==> config.mk <==
export PLATFORM = sky130hd
export DESIGN_NAME = mips_hilo_muldiv
export DESIGN_NICKNAME = d
export VERILOG_FILES = /design/src/rtl/mips_hilo_muldiv.sv
export SDC_FILE = /design/constraint.sdc
export NUM_CORES = 1
export LEC_CHECK = 0
export ABC_AREA = 1
export ABC_CLOCK_PERIOD_IN_PS = 3700
export BUFFER_PORTS_ARGS = -buffer_cell sky130_fd_sc_hd__buf_4
export CAP_MARGIN = 20
export CORE_MARGIN = 1
export CORE_UTILIZATION = 35
export CTS_BUF_LIST = sky130_fd_sc_hd__clkbuf_8
export CTS_CLUSTER_SIZE = 25
export DETAILED_ROUTE_END_ITERATION = 12
export GPL_TIMING_DRIVEN = 0
export HOLD_SLACK_MARGIN = 0.02
export PLACE_DENSITY = 0.53
export SYNTH_ARGS = -nofsm -noshare
export SYNTH_HDL_FRONTEND = slang
export SYNTH_SLANG_ARGS = --single-unit
==> constraint.sdc <==
create_clock -name clk -period 3.7 [get_ports clk]
set_clock_uncertainty 0.05 [all_clocks]
set_input_delay 0.185 -clock clk [delete_from_list [all_inputs] [get_ports clk]]
set_output_delay 0.185 -clock clk [all_outputs]
set_load 0.01 [all_outputs]
==> src/rtl/mips_hilo_muldiv.sv <==
`default_nettype none
// ============================================================================
// Module      : mips_hilo_muldiv
// Description : Iterative multiply/divide unit owning the MIPS HI/LO registers.
//               MULT/MULTU use shift-add and DIV/DIVU use restoring division.
//               Both work on operand magnitudes, one bit per cycle, followed
//               by a single sign-fixup/write-back cycle. MTHI/MTLO writes are
//               accepted only while idle.
// Ports       : clk, rst_n      - clock, asynchronous active-low reset
//               start, op       - launch request and opcode (00 MULT, 01 MULTU,
//                                 10 DIV, 11 DIVU)
//               srca, srcb      - rs/rt operands (srca is also MTHI/MTLO data)
//               hi_write/lo_write, hi_select/lo_select - move-to controls
//               hi, lo          - architectural HI/LO registers
//               busy            - operation in flight
//               done            - one-cycle pulse when HI/LO take a new result
// Revision    : 1.0 - initial release
// ============================================================================
module mips_hilo_muldiv #(
   parameter int DATA_WIDTH      = 32,
   parameter int CNT_WIDTH       = 6,
   parameter int HI_LO_SEL_WIDTH = 2
) (
   input  logic                       clk,
   input  logic                       rst_n,
   input  logic                       start,
   input  logic [1:0]                 op,
   input  logic [DATA_WIDTH-1:0]      srca,
   input  logic [DATA_WIDTH-1:0]      srcb,
   input  logic                       hi_write,
   input  logic                       lo_write,
   input  logic [HI_LO_SEL_WIDTH-1:0] hi_select,
   input  logic [HI_LO_SEL_WIDTH-1:0] lo_select,
   output logic [DATA_WIDTH-1:0]      hi,
   output logic [DATA_WIDTH-1:0]      lo,
   output logic                       busy,
   output logic                       done
);

   localparam int                       c_w      = DATA_WIDTH;
   localparam logic [CNT_WIDTH-1:0]     c_last   = CNT_WIDTH'(DATA_WIDTH - 1);
   localparam logic [HI_LO_SEL_WIDTH-1:0] c_sel_src = HI_LO_SEL_WIDTH'(1);

   typedef enum logic [1:0] {
      IDLE  = 2'd0,
      CALC  = 2'd1,
      FIXUP = 2'd2
   } state_t;

   state_t               r_state;
   logic [CNT_WIDTH-1:0] r_cnt;
   logic [c_w-1:0]       r_a;         // multiplicand / dividend (shifted out MSB-first)
   logic [c_w-1:0]       r_b;         // multiplier (shifted out LSB-first) / divisor
   logic [2*c_w-1:0]     r_acc;       // mul: product; div: {remainder, quotient}
   logic                 r_is_div;
   logic                 r_neg_q;     // product / quotient sign
   logic                 r_neg_r;     // remainder sign
   logic                 r_div_zero;
   logic [c_w-1:0]       r_srca_raw;  // original dividend for divide-by-zero HI
   logic [c_w-1:0]       r_hi;
   logic [c_w-1:0]       r_lo;
   logic                 r_done;

   // Operand magnitudes and signs at launch (op[0] = 0 means signed)
   logic           w_signed;
   logic           w_sa;
   logic           w_sb;
   logic [c_w-1:0] w_mag_a;
   logic [c_w-1:0] w_mag_b;

   assign w_signed = ~op[0];
   assign w_sa     = w_signed & srca[c_w-1];
   assign w_sb     = w_signed & srcb[c_w-1];
   // -0x80000000 wraps to 0x80000000, which is the correct unsigned magnitude
   assign w_mag_a  = w_sa ? -srca : srca;
   assign w_mag_b  = w_sb ? -srcb : srcb;

   // Shift-add step: add multiplicand to upper half, then shift right
   logic [c_w:0]   w_mul_sum;
   assign w_mul_sum = {1'b0, r_acc[2*c_w-1:c_w]} + {1'b0, (r_b[0] ? r_a : {c_w{1'b0}})};

   // Restoring divide step: bring in next dividend bit, try subtracting divisor.
   // A borrow shows up in bit c_w because the partial remainder is < 2*divisor.
   logic [c_w:0]   w_rem_shift;
   logic [c_w:0]   w_trial;
   logic           w_q_bit;
   logic [c_w-1:0] w_rem_next;
   assign w_rem_shift = {r_acc[2*c_w-1:c_w], r_a[c_w-1]};
   assign w_trial     = w_rem_shift - {1'b0, r_b};
   assign w_q_bit     = ~w_trial[c_w];
   assign w_rem_next  = w_q_bit ? w_trial[c_w-1:0] : w_rem_shift[c_w-1:0];

   // Sign fixup of the magnitude results
   logic [2*c_w-1:0] w_prod;
   logic [c_w-1:0]   w_quo;
   logic [c_w-1:0]   w_rem;
   assign w_prod = r_neg_q ? -r_acc : r_acc;
   assign w_quo  = r_neg_q ? -r_acc[c_w-1:0] : r_acc[c_w-1:0];
   assign w_rem  = r_neg_r ? -r_acc[2*c_w-1:c_w] : r_acc[2*c_w-1:c_w];

   always_ff @(posedge clk or negedge rst_n) begin
      if (!rst_n) begin
         r_state    <= IDLE;
         r_cnt      <= '0;
         r_a        <= '0;
         r_b        <= '0;
         r_acc      <= '0;
         r_is_div   <= 1'b0;
         r_neg_q    <= 1'b0;
         r_neg_r    <= 1'b0;
         r_div_zero <= 1'b0;
         r_srca_raw <= '0;
         r_hi       <= '0;
         r_lo       <= '0;
         r_done     <= 1'b0;
      end else begin
         r_done <= 1'b0;
         case (r_state)
            IDLE: begin
               if (start) begin
                  // A move-to write in the same cycle is dropped
                  r_a        <= w_mag_a;
                  r_b        <= w_mag_b;
                  r_acc      <= '0;
                  r_cnt      <= '0;
                  r_is_div   <= op[1];
                  r_neg_q    <= w_sa ^ w_sb;
                  r_neg_r    <= w_sa;
                  r_div_zero <= (srcb == '0);
                  r_srca_raw <= srca;
                  r_state    <= CALC;
               end else begin
                  if (hi_write && (hi_select == c_sel_src)) r_hi <= srca;
                  if (lo_write && (lo_select == c_sel_src)) r_lo <= srca;
               end
            end
            CALC: begin
               if (r_is_div) begin
                  r_acc <= {w_rem_next, r_acc[c_w-2:0], w_q_bit};
                  r_a   <= r_a << 1;
               end else begin
                  r_acc <= {w_mul_sum, r_acc[c_w-1:1]};
                  r_b   <= r_b >> 1;
               end
               r_cnt <= r_cnt + 1'b1;
               if (r_cnt == c_last) r_state <= FIXUP;
            end
            FIXUP: begin
               if (r_is_div) begin
                  if (r_div_zero) begin
                     r_lo <= '1;
                     r_hi <= r_srca_raw;
                  end else begin
                     r_lo <= w_quo;
                     r_hi <= w_rem;
                  end
               end else begin
                  {r_hi, r_lo} <= w_prod;
               end
               r_done  <= 1'b1;
               r_state <= IDLE;
            end
            default: r_state <= IDLE;
         endcase
      end
   end

   assign hi   = r_hi;
   assign lo   = r_lo;
   assign done = r_done;
   assign busy = (r_state != IDLE);

endmodule
`default_nettype wire

==> run_results.csv <==
group,metric,value,unit
global_route,grtUsageTotal,33.7,%
critical_path,cp-end-kind,"register",
synthesis,syn_nets,3541,
cts,clock_sinks,237,
critical_path,worstPathRequired,4200,ps
synthesis,synthArstFlopShare,100,%
synthesis,synthSimpleGateAreaFrac,37.8,%
floorplanning,die_y,245,µm
critical_path,critPathKind,"reg2reg",
floorplanning,dieWidth,245,µm
critical_path,r2r_start,"r_b[0]",
cts,cts_tree,"built",
layout,final_common_cell,"nand2_1",
floorplanning,initial_core_util,35.6,%
synthesis,avgSynthCellArea,6.07,µm²
cts,cts.clk_slew.worst_paths,80,ps
synthesis,syn_inst,3394,
global_route,grt_antenna_before_repair,4,
global_route,grt_max_degree,114,
route,initialDrtViolationCount,2823,
placed_design,dpl.cell_count,4302,
layout,final_area,24400,µm²
timing,setup_violations,0,
timing,finalCriticalPeriod,3450,ps
synthesis,ys_warn_count,0,
synthesis,synth_top_family_by_area,"simple AND/OR/NAND/NOR gates",
synthesis,synth_xor_area_share,2.55,%
layout,syn2layout_area_growth,18.3,%
floorplanning,fp.dieArea,59900,µm²
timing,tns,0,ps
global_route,first_global_vias,22400,
placed_design,dp_hpwl,81500,µm
outcome,status,"finished clean",
timing,tightest_slew,1230,ps
floorplanning,io_pins,141,
critical_path,crit_start,"r_b[0]",
critical_path,crit_top_cell,"nand2_1",
critical_path,crit_chain,"clkbuf_1, nand2_1, inv_1, ha_1, inv_1, fa_1, o21ai_1, nand2_1, nand2_1, nand2_1, nand3_1, nand2_1, nand2_1, nand2_1, nand3_1, nand2_1, nand2_1, nand2_1",
timing,rsz0062_at_grt,"no",
timing,setup_ws,253,ps
layout,fin_cells,4446,
run,drv_cap,0,
critical_path,crit_arrival,3950,ps
layout,nFillCells,6429,
timing,max_freq,290,MHz
cts,postCtsSetupBuffers,0,
route,wl_per_cell,22.9,µm
timing,post-route-period-util,93.2,%
synthesis,yosysSeqAreaShare,28.8,%
global_route,grt_pass1_wl,148000,µm
synthesis,synth_flop_cell,"dfrtp_1",
route,drt-total-wl,102000,µm
synthesis,synthAdderAreaFrac,4.44,%
critical_path,critPathLaunchType,"register",
placed_design,gp_routability_congestion,1.02,
timing,slew_violations,0,
route,dr.pass1.iters,6,
pwr,p_per_area,1100,nW/µm²
floorplanning,std_cell_rows,88,
placed_design,portBuffers,140,
cts,clk_latency,670,ps
cts,numCtsBuffers,47,
critical_path,critical_path.max_fanout,10,
timing,hold_viol,0,
cts,root_buffer,"clkbuf_8",
global_route,grt-ovfl-total,0,
placed_design,placed_area,22700,µm²
timing,relSlewSlack,18.3,%
layout,final_nets,3792,
floorplanning,coreArea,57900,µm²
route,vias_per_cell,5.47,
route,via_count,24300,
synthesis,ys_ff_latch,237,
synthesis,synth_edf_count,0,
hold_path,hold_class,"in2async",
pwr,p_leak,0.0124,µW
layout,drive_gt1_share,8.78,%
synthesis,synth_area,20600,µm²
layout,final_cell_mix,"nand2_1 (1034), nor2_1 (485), inv_1 (402)",
synthesis,synth_cell_types,53,
route,ant_nets,0,
critical_path,max_stage_delay,560,ps
cts,clock_path_buffers,3,
route,drc,0,
synthesis,synth_mux_area_share,0,%
cts,cts.htree.levels,2,
synthesis,synth_compound_area_share,16.3,%
critical_path,crit_slowest_cell,"dfrtp_2",
pwr,peakVddDrop,0.427,mV
placed_design,dp_worst_setup_slack,68.9,ps
## cell type report
type / instances / area, µm² / share of cell area, %
Sequential cell: 237 / 5930 / 24.3
Inverter: 406 / 1520 / 6.25
Buffer: 126 / 557 / 2.28
Timing Repair Buffer: 202 / 1720 / 7.03
Clock buffer: 60 / 826 / 3.39
Clock inverter: 24 / 278 / 1.14
Antenna cell: 1 / 2.50 / 0.0103
Tap cell: 765 / 957 / 3.92
Multi-Input combinational cell: 2625 / 12600 / 51.6
## sequential cells by signal (all words and copies together) (netlist names)
register,cells
done,1
hi,32
lo,32
r_a,32
r_acc,64
r_b,32
r_cnt,6
r_div_zero,1
r_is_div,1
r_neg_q,1
r_neg_r,1
r_srca_raw,32
r_state,2
## logic make-up (layout without fill, tap and decap cells)
family,count (synthesis),count (layout)
other,0,1
buffers and inverters,532,818
AND/OR/NAND/NOR,1894,1894
AO/OA/AOI/OAI,599,599
flip-flops,237,237
adder cells (fa/ha/maj),72,72
XOR/XNOR,60,60
## per-stage QoR
step / total power, µW / utilization (%) / hold slack, ps
floorplan: 16100 / - / -161
global placement: 22900 / 39.0 / 355
detailed placement: 22900 / 39.2 / -16.1
CTS: 26300 / 42.1 / 28.1
global route: 28800 / 42.1 / 70.3
finish: 26900 / 42.1 / 19.5
## per-layer routing
layer	wire, µm	vias to the layer above	part of all wire [%]	global-route usage, %
met2	42200	1176	41	48.9
met1	45400	11500	44	48.5
met3	11100	169	11	8.55
li1	-	11500	-	-
met4	3270	4	3.2	10.5
met5	27	-	0.026	0
## cell usage after synthesis (4+ instances only)
master	n	area, µm²
a21o_1	7	52.6
a21oi_1	197	986
a22oi_1	5	37.5
a31oi_1	6	37.5
buf_1	10	37.5
buf_2	36	180
buf_4	4	30.0
clkbuf_1	72	270
dfrtp_1	237	5930
ha_1	70	876
inv_1	393	1480
inv_2	10	37.5
nand2_1	1034	3880
nand2_2	9	56.3
nand3_1	248	1240
nand3b_1	20	150
nand4_1	33	206
nor2_1	485	1820
nor2_2	11	68.8
nor3_1	24	120
o211ai_1	29	218
o21a_1	4	30.0
o21ai_0	262	1310
o21ai_1	16	80.1
o21ai_2	7	61.3
o21bai_1	4	30.0
o221ai_1	38	333
o22ai_1	14	87.6
or2_2	12	75.1
xnor2_1	20	175
xor2_1	40	350
## where the power goes
| group | switching [µW] | internal, µW | total (µW) | leakage, µW |
|---|---|---|---|---|
| registers | 1850 | 3840 | 5690 | 0.00289 |
| clock network | 1370 | 1830 | 3200 | 0.000596 |
| logic | 12400 | 5620 | 18000 | 0.00894 |
## worst max-delay path: cells and delay by family (launching register included)
| kind | cells | cell delay [ps] |
|---|---|---|
| and+or+nand+nor | 12 | 1190 |
| adders and majority gates | 2 | 610 |
| DFF | 1 | 560 |
| buffers and inverters | 3 | 520 |
| AOI/OAI and AO/OA | 1 | 390 |
## worst paths after layout
path / endpoint / slack (ps) / depth (start not counted)
max reg2reg: r_acc[61] / 250 / 18
min: r_a[14] / 20 / 3
min in group clk: r_b[26] / 90 / 4
max: r_acc[61] / 250 / 18
max in group asynchronous: r_a[4] / 2210 / 3
min reg2reg: r_srca_raw[26] / 440 / 2
## timing repair
action / in CTS / in global routing
endpoints found under the hold margin: 208 / 0
hold buffers: 59 / 0
resized for setup: 0 / 3
setup endpoints to repair: 0 / 7
Power figures use the tool's default switching activity.
